## src/rtl/rr_arbiter_four_if.sv

```systemverilog
// Handshake bundle between the four requesters and the round-robin arbiter:
// request lines, per-requester data bits, and the registered grant/select
// outputs with the shared data output.
interface rr_arbiter_four_if;
    logic [3:0] req;
    logic       w3;
    logic       w2;
    logic       w1;
    logic       w0;
    logic [3:0] gnt;
    logic       s1;
    logic       s0;
    logic       busy;
    logic       y;

    // Requester side: drives requests and data, observes the grant.
    modport master (
        output req, w3, w2, w1, w0,
        input  gnt, s1, s0, busy, y
    );

    // Arbiter side.
    modport slave (
        input  req, w3, w2, w1, w0,
        output gnt, s1, s0, busy, y
    );
endinterface

```

## src/rtl/rr_arbiter_four.sv

```systemverilog
// Four-way round-robin arbiter with a bounded hold time per owner and a
// mandatory one-cycle gap between consecutive grants. The last owner's
// select is kept after release so the shared data mux stays stable.
module rr_arbiter_four #(
    parameter int MAX_HOLD = 8  // legal range 1..255
) (
    input logic              clk,
    input logic              rst_n,
    rr_arbiter_four_if.slave bus
);

    typedef enum logic [1:0] {IDLE, GRANT, GAP} state_t;

    // Last hold_cnt value of a grant: the owner is released at the edge
    // where the counter sits here, giving exactly MAX_HOLD grant cycles.
    localparam logic [7:0] HOLD_LAST = 8'(MAX_HOLD - 1);

    state_t     state_q, state_n;
    logic [3:0] gnt_q,   gnt_n;
    logic [1:0] sel_q,   sel_n;
    logic       busy_q,  busy_n;
    logic [1:0] ptr_q,   ptr_n;
    logic [7:0] hold_q,  hold_n;

    logic [1:0] winner;
    logic       any_req;
    logic       owner_req;
    logic       hold_done;
    logic [3:0] w_vec;

    assign any_req   = |bus.req;
    assign owner_req = bus.req[sel_q];
    assign hold_done = (hold_q == HOLD_LAST);
    assign w_vec     = {bus.w3, bus.w2, bus.w1, bus.w0};

    // Round-robin pick: scan from ptr downwards in priority so the
    // requester closest to ptr (mod 4) is the last assignment and wins.
    always_comb begin
        winner = ptr_q;
        for (int k = 3; k >= 0; k--) begin
            if (bus.req[ptr_q + 2'(k)]) begin
                winner = ptr_q + 2'(k);
            end
        end
    end

    // Next-state and next-output decode for the IDLE/GRANT/GAP controller.
    always_comb begin
        // NOTE: every output of this block gets a default first; a path that
        // leaves one unassigned would infer a latch.
        state_n = state_q;
        gnt_n   = gnt_q;
        sel_n   = sel_q;
        busy_n  = busy_q;
        ptr_n   = ptr_q;
        hold_n  = hold_q;

        unique case (state_q)
            IDLE, GAP: begin
                // Non-owner requests are only looked at here, on an
                // arbitration edge; GAP uses the ptr updated on release.
                if (any_req) begin
                    state_n = GRANT;
                    gnt_n   = 4'b0001 << winner;
                    sel_n   = winner;
                    busy_n  = 1'b1;
                    hold_n  = 8'd0;
                end else begin
                    state_n = IDLE;
                end
            end
            GRANT: begin
                // Owner drop and hold expiry on the same edge are one exit.
                if (!owner_req || hold_done) begin
                    state_n = GAP;
                    gnt_n   = 4'b0000;
                    busy_n  = 1'b0;
                    ptr_n   = sel_q + 2'd1;
                end else if (hold_q != 8'hFF) begin
                    hold_n = hold_q + 8'd1;
                end
            end
            default: begin
                state_n = IDLE;
                gnt_n   = 4'b0000;
                busy_n  = 1'b0;
            end
        endcase
    end

    // State and registered outputs; reset clears everything immediately.
    always_ff @(posedge clk or negedge rst_n) begin
        if (!rst_n) begin
            state_q <= IDLE;
            gnt_q   <= 4'b0000;
            sel_q   <= 2'd0;
            busy_q  <= 1'b0;
            ptr_q   <= 2'd0;
            hold_q  <= 8'd0;
        end else begin
            // NOTE: non-blocking assignments so every register samples the
            // pre-edge values computed above, independent of statement order.
            state_q <= state_n;
            gnt_q   <= gnt_n;
            sel_q   <= sel_n;
            busy_q  <= busy_n;
            ptr_q   <= ptr_n;
            hold_q  <= hold_n;
        end
    end

    assign bus.gnt  = gnt_q;
    assign bus.s1   = sel_q[1];
    assign bus.s0   = sel_q[0];
    assign bus.busy = busy_q;
    // Shared data out: muxed by the registered select, gated by busy so it
    // reads 0 in every gap and idle cycle.
    assign bus.y    = w_vec[sel_q] & busy_q;

endmodule

```

## src/flat_wrapper.sv

```systemverilog
// flat-port wrapper written by rule: the top's interface ports become plain ports
module rr_arbiter_four_flat 
#(
    parameter int MAX_HOLD = 8                       
)
  (clk, rst_n, bus_req, bus_w3, bus_w2, bus_w1, bus_w0, bus_gnt, bus_s1, bus_s0, bus_busy, bus_y);
  rr_arbiter_four_if bus_i ();
  input logic clk;
  input logic rst_n;
  input wire logic [$bits(bus_i.req)-1:0] bus_req;
  input wire logic [$bits(bus_i.w3)-1:0] bus_w3;
  input wire logic [$bits(bus_i.w2)-1:0] bus_w2;
  input wire logic [$bits(bus_i.w1)-1:0] bus_w1;
  input wire logic [$bits(bus_i.w0)-1:0] bus_w0;
  output wire logic [$bits(bus_i.gnt)-1:0] bus_gnt;
  output wire logic [$bits(bus_i.s1)-1:0] bus_s1;
  output wire logic [$bits(bus_i.s0)-1:0] bus_s0;
  output wire logic [$bits(bus_i.busy)-1:0] bus_busy;
  output wire logic [$bits(bus_i.y)-1:0] bus_y;
  assign bus_i.req = bus_req;
  assign bus_i.w3 = bus_w3;
  assign bus_i.w2 = bus_w2;
  assign bus_i.w1 = bus_w1;
  assign bus_i.w0 = bus_w0;
  assign bus_gnt = bus_i.gnt;
  assign bus_s1 = bus_i.s1;
  assign bus_s0 = bus_i.s0;
  assign bus_busy = bus_i.busy;
  assign bus_y = bus_i.y;
  rr_arbiter_four #(.MAX_HOLD(MAX_HOLD)) u_core (.clk(clk), .rst_n(rst_n), .bus(bus_i));
endmodule
```

## config.mk

```make
export PLATFORM = sky130hd
export DESIGN_NAME = rr_arbiter_four_flat
export DESIGN_NICKNAME = d
export VERILOG_FILES = /design/src/rtl/rr_arbiter_four_if.sv /design/src/rtl/rr_arbiter_four.sv /design/src/flat_wrapper.sv
export SDC_FILE = /design/constraint.sdc
export NUM_CORES = 1
export LEC_CHECK = 0
export ABC_AREA = 1
export CAP_MARGIN = 10
export CORE_MARGIN = 2
export CORE_UTILIZATION = 51
export DETAILED_ROUTE_END_ITERATION = 6
export PLACE_DENSITY = 0.76
export SYNTH_ARGS = -nofsm -noshare
export SYNTH_HDL_FRONTEND = slang
export SYNTH_SLANG_ARGS = --single-unit
```

## constraint.sdc

```tcl
create_clock -name clk -period 4.4 [get_ports clk]
set_clock_uncertainty 0.1 [all_clocks]
set_input_delay 0.88 -clock clk [delete_from_list [all_inputs] [get_ports clk]]
set_output_delay 0.88 -clock clk [all_outputs]
set_load 0.005 [all_outputs]
```

# Yosys cells after proc, flatten, opt, wreduce, memory -nomap -nowiden
# Cells that the tools add are included.
# W data, S select, Z words.
# word_totals
reg_bits,19
latch_bits,0
ramBits,0
romBits,0
mem_count,0
# classes
n_addsub,5
multipliers,0
div,0
magnitude_cmp,5
eq_ne,8
n_shift,1
muxes,29
bitwise,1
n_reduce_logical,10
# ops
operator,n
$mux W8,3
$pmux W8 S2,1
$lt A2 B3 Y1 const B,5
$bmux W1 S2,6
$mux W2,5
$mux W1,9
$add A8 B1 Y8 const B,1
$eq A8 B3 Y1 const B,1
$mux W4,2
$ne A8 B8 Y1 const B,1
$pmux W4 S2,1
$ne A2 B1 Y1 const B,3
$reduce_and A2 Y1,3
$add A2 B1 Y2 const B,2
$add A2 B2 Y2 const B,2
$pmux W2 S2,1
$reduce_and A4 Y1,1
$reduce_or A4 Y1,1
$shl A1 B2 Y4 const A,1
$eq A2 B1 Y1 const B,1
$eq A2 B2 Y1 const B,1
$logic_not A2 Y1,1
$ne A2 B2 Y1 const B,1
$pmux W1 S2,1
other kinds (5),5

# Logic depth before layout (Yosys ltp)
# logic_depth
ltp_word,10
depth_mapped,12
ltp_nobuf,12

# Least setup slack after synthesis
# OpenSTA, ideal clock, no wires.
# synth_timing
path_type,input to output
start,input port bus_w0
end,output port bus_y
arrival_ns,1.233
required_time_ns,3.420
setup_slack_ns,2.187
cell_stages,4
path_buffers,0
cell_sequence,nor2_1 -> nor2_1 -> o21ai_0 -> a21boi_0
# synth_between
elab_chain_cells,3
# synth_rtl
item,line,text
"start, declared",flat_wrapper.sv:14,input wire logic [$bits(bus_i.w0)-1:0] bus_w0;
$bmux W1 S2,rr_arbiter_four.sv:118,assign bus.y = w_vec[sel_q] & busy_q;
$mux W1 (implied by the code),rr_arbiter_four.sv:118,
$and A1 B1 Y1,rr_arbiter_four.sv:118,
"end, declared",flat_wrapper.sv:19,output wire logic [$bits(bus_i.y)-1:0] bus_y;
# No other way between the ends. The select of a mux whose other input is x is not followed.

# Worst setup path after layout
# layout_timing
start,input port bus_w2
end,output port bus_y
# layout_between
elab_chain_cells,3
# layout_rtl
item,line,text
"start, declared",flat_wrapper.sv:12,input wire logic [$bits(bus_i.w2)-1:0] bus_w2;
$bmux W1 S2,rr_arbiter_four.sv:118,
$mux W1 (implied by the code),rr_arbiter_four.sv:118,
$and A1 B1 Y1,rr_arbiter_four.sv:118,
# No other way between the ends. The select of a mux whose other input is x is not followed.

==> metrics.log <==
INFO  metric finalNetCount = between 200 and 250
INFO  metric drcViolationCount = 0
INFO  metric final_tns_setup = 0 ns
INFO  metric number_of_antenna_violations_at_the_first_check_in_global_routing = 0
INFO  metric synth_area_leader_cell = sky130_fd_sc_hd__dfrtp_1
INFO  metric cts-htree-levels = 1
INFO  metric slew-limit-headroom = 0.418
INFO  metric critPathKind = input pin to output pin
INFO  metric core_area = approximately 2300 um2
INFO  metric comb_power_share = 0.585
INFO  metric finalWorstSetupSlack = approximately 1.2 ns
INFO  metric route.antenna.remaining_nets = 0
INFO  metric grt_start_max_net_pins = 20
INFO  metric flow.area_growth_from_synthesis = 15.9%
INFO  metric rows = 17
INFO  metric chipHeight = about 53 um
INFO  metric delay_contributed_by_the_slowest_stage_of_the_critical_path = roughly 0.52 ns
INFO  metric fmax = around 310 MHz
INFO  metric netlist.area_leader.share = 0.382
INFO  metric synth_compound_gate_area_share = 0.108
INFO  metric synthAdderAreaFrac = 0.0101
INFO  metric cell_type_of_the_slowest_stage_on_the_worst_timing_path = sky130_fd_sc_hd__clkdlybuf4s50_1
INFO  metric grt_setup_unrepaired = no
INFO  metric total_switching_power = around 0.45 mW
INFO  metric path_cells = clkdlybuf4s50_1 > nor2_1 > nor2_1 > o21ai_0 > a21boi_0 > clkdlybuf4s50_1
INFO  metric numCtsBuffers = 3
INFO  metric netlist_area_pre_place = around 1200 um2
INFO  metric vdd.ir_drop.worst = approximately 0.39 mV
INFO  metric ys.warnings.count = 0
INFO  metric n_antenna_cell = 0
INFO  metric mappedNetlistNets = about 190
INFO  metric dr.pass1.iters = 5
INFO  metric sequentialPowerShare = 0.313
INFO  metric worst_path_required = roughly 3.4 ns
INFO  metric clock-root-buffer = sky130_fd_sc_hd__clkbuf_4
INFO  metric finalSetupViolCount = 0
INFO  metric post_cts_buffers = 0
INFO  metric clkTransAtPathRegs = about 0.11 ns
INFO  metric worstHoldPathType = flop to flop
INFO  metric route.final.wire_length = 2560 um
INFO  metric dp_worst_setup_slack = roughly 1.2 ns
INFO  metric hpwlAfterDp = ~1900 um
INFO  metric grt_pass1_vias = 1,060
INFO  metric p_leak = 0.740 nW
INFO  metric ctsLongestPathBuffers = 2
INFO  metric post_layout_minimum_cycle_time = ~3.2 ns
INFO  metric cts_repair_resize_count = 0
INFO  metric routed_via_count = ~1,200
INFO  metric synth_sequential_area_ratio = 0.382
INFO  metric timing_max_transition_violations_final = 0
INFO  metric drive_above_1_share = 0.108
INFO  metric drt-wirelength-per-cell = between 10 and 15 um
INFO  metric p_int = around 0.45 mW
INFO  metric critPathMaxFanout = 1
INFO  metric cts_tree = done
INFO  metric final_replace_weighted_congestion = 0.845
INFO  metric worstSetupEndpointType = output pin
INFO  metric synth_top_cells_by_area = sky130_fd_sc_hd__dfrtp_1 38%, sky130_fd_sc_hd__nand2_1 18%, sky130_fd_sc_hd__nand3_1 6.8%
INFO  metric hold_violations = 0
INFO  metric initial_utilization = 0.552
INFO  metric avgViaCountPerCell = 5.19
INFO  metric run_status = completed
INFO  metric drt_first_iter_violations = 41
INFO  metric design.die.area = ~2900 um2
INFO  metric pin_count = 18
INFO  metric power_density = 623 nW/um2
INFO  metric grt_pass1_wl = 4440 um
INFO  metric cts.hold.buffers_added = 0
INFO  metric syn-instance-count = 177
INFO  metric critPathArrivalTime = 2.21 ns
INFO  metric worst_slew_pin_tran = between 0.8 and 0.9 ns
INFO  metric clk_latency = about 0.31 ns
INFO  metric clock_sink_count = 19
INFO  metric total_grt_overflow = 0
INFO  metric synth_top_family_by_area = simple AND/OR/NAND/NOR gates
INFO  metric start_kind = input pin
INFO  metric synth_xor_xnor_area_share = 0.0352
INFO  metric final_core_utilization = 0.640
INFO  metric clock_power_share = 0.101
INFO  metric synth_seq_cells = 19
INFO  metric synth-simple-area-share = 0.363
INFO  metric die_x = about 53 um
INFO  metric synthesized_area_divided_by_synthesized_cell_count = between 7 and 8 um2
INFO  metric placement.io_buffers = 17
INFO  metric gr-usage-all-layers = 0.216
INFO  metric cap_violations = 0
INFO  metric power.switching_fraction = 0.500
INFO  metric layout_worst_path_cycle_share = 0.725
INFO  metric final.hold.worst_slack = ~0.39 ns
INFO  metric synthMuxAreaShare = 0
INFO  metric number_of_unique_standard_cell_types_used_by_synthesis = 23
-- layout by cell type, fill, tap and decap left out --
master                            synthesis  final
sky130_fd_sc_hd__nand2_1                 60     60
sky130_fd_sc_hd__inv_1                   21     21
sky130_fd_sc_hd__dfrtp_1                 19     19
sky130_fd_sc_hd__nand3_1                 17     17
sky130_fd_sc_hd__clkdlybuf4s50_1          0     17
sky130_fd_sc_hd__nor2_1                  12     12
sky130_fd_sc_hd__o21ai_0                 10     10
sky130_fd_sc_hd__o21ai_2                  6      6
sky130_fd_sc_hd__nor3_1                   5      5
sky130_fd_sc_hd__nand2_2                  5      5
sky130_fd_sc_hd__xor2_1                   4      4
sky130_fd_sc_hd__nand4_1                  3      3
sky130_fd_sc_hd__clkbuf_4                 0      3
sky130_fd_sc_hd__inv_2                    2      2
sky130_fd_sc_hd__o21ai_1                  2      2
sky130_fd_sc_hd__a21boi_0                 1      1
sky130_fd_sc_hd__a21oi_2                  1      1
sky130_fd_sc_hd__a21oi_1                  1      1
sky130_fd_sc_hd__nor3_2                   1      1
sky130_fd_sc_hd__nand2_4                  1      1
sky130_fd_sc_hd__inv_4                    1      1
sky130_fd_sc_hd__xnor2_1                  1      1
sky130_fd_sc_hd__ha_1                     1      1
sky130_fd_sc_hd__clkinv_2                 0      1
-- critical path: cells and delay by family --
family | cells | cell delay, ns
buffers and inverters | 2 | 0.97
AOI/OAI and AO/OA | 2 | 0.23
and+or+nand+nor | 2 | 0.13
-- power by group through the flow --
stage	Clock, mW	Combinational, mW	Sequential (mW)
final	0.0910	0.526	0.282
after detailed placement	0	0.527	0.284
after CTS	0.0955	0.528	0.281
after global routing	0.103	0.604	0.290
after global placement	0	0.510	0.282
after floorplan	0	0.440	0.260
-- metal layers --
layer  GRT usage  share of wire  up-vias
met4      0.0983          0.015        0
met1       0.256           0.45      526
li1            -              -      592
met5           0              0        -
met3      0.0367          0.047        6
met2       0.377           0.49       34
-- worst paths after layout --
| check | from | end | slack (ns) | depth (start not counted) |
|---|---|---|---|---|
| max | bus_w2 | bus_y | 1.21 | 6 |
| min | u_core.bus.gnt[0] | u_core.bus.gnt[0] | 0.39 | 2 |
| max reg2reg | u_core.ptr_q[0] | u_core.bus.gnt[2] | 2.65 | 12 |
| min reg2reg | u_core.bus.gnt[0] | u_core.bus.gnt[0] | 0.39 | 2 |
| max in group asynchronous | rst_n | u_core.state_q[0] | 2.71 | 1 |
| min in group asynchronous | rst_n | u_core.bus.gnt[2] | 0.96 | 1 |
-- flip-flops by register name (all words and copies together), names as in the netlist --
register / flops
u_core.ptr_q: 2
u_core.state_q: 2
u_core.hold_q: 8
u_core.bus.gnt: 4
u_core.sel_q: 2
u_core.bus.busy: 1
-- final cells by class --
| class | count | area [um2] |
|---|---|---|
| tap | 28 | 35.0 |
| clock buffer | 3 | 22.5 |
| multi-input combinational | 131 | 642 |
| sequential | 19 | 475 |
| clock inverter | 1 | 5.00 |
| inverter | 24 | 92.6 |
| fill | 208 | 812 |
| timing repair buffer | 17 | 170 |
-- Yosys cell counts --
cell type and count:
sky130_fd_sc_hd__a21boi_0 1, sky130_fd_sc_hd__a21oi_1 1, sky130_fd_sc_hd__a21oi_2 1, sky130_fd_sc_hd__buf_12 1, sky130_fd_sc_hd__buf_4 2, sky130_fd_sc_hd__dfrtp_1 19, sky130_fd_sc_hd__ha_1 1, sky130_fd_sc_hd__inv_1 21
sky130_fd_sc_hd__inv_2 2, sky130_fd_sc_hd__inv_4 1, sky130_fd_sc_hd__nand2_1 60, sky130_fd_sc_hd__nand2_2 5, sky130_fd_sc_hd__nand2_4 1, sky130_fd_sc_hd__nand3_1 17, sky130_fd_sc_hd__nand4_1 3, sky130_fd_sc_hd__nor2_1 12
sky130_fd_sc_hd__nor3_1 5, sky130_fd_sc_hd__nor3_2 1, sky130_fd_sc_hd__o21ai_0 10, sky130_fd_sc_hd__o21ai_1 2, sky130_fd_sc_hd__o21ai_2 6, sky130_fd_sc_hd__xnor2_1 1, sky130_fd_sc_hd__xor2_1 4
-- metrics by stage --
step           instances  power [mW]  area [um2]
2_1_floorplan        177       0.700        1240
3_5_place_dp         219       0.811        1420
5_1_grt              223       0.997        1440
4_1_cts              223       0.904        1440
6_report             223       0.899        1440
3_3_place_gp         219       0.791        1420
-- cells by family after synthesis --
kind of cell	after synthesis
buf+inv	27
fa+ha+maj	1
xor+xnor	5
compound gates	21
flops	19
simple gates	104
Note: power is estimated with default switching activity, not from simulation.
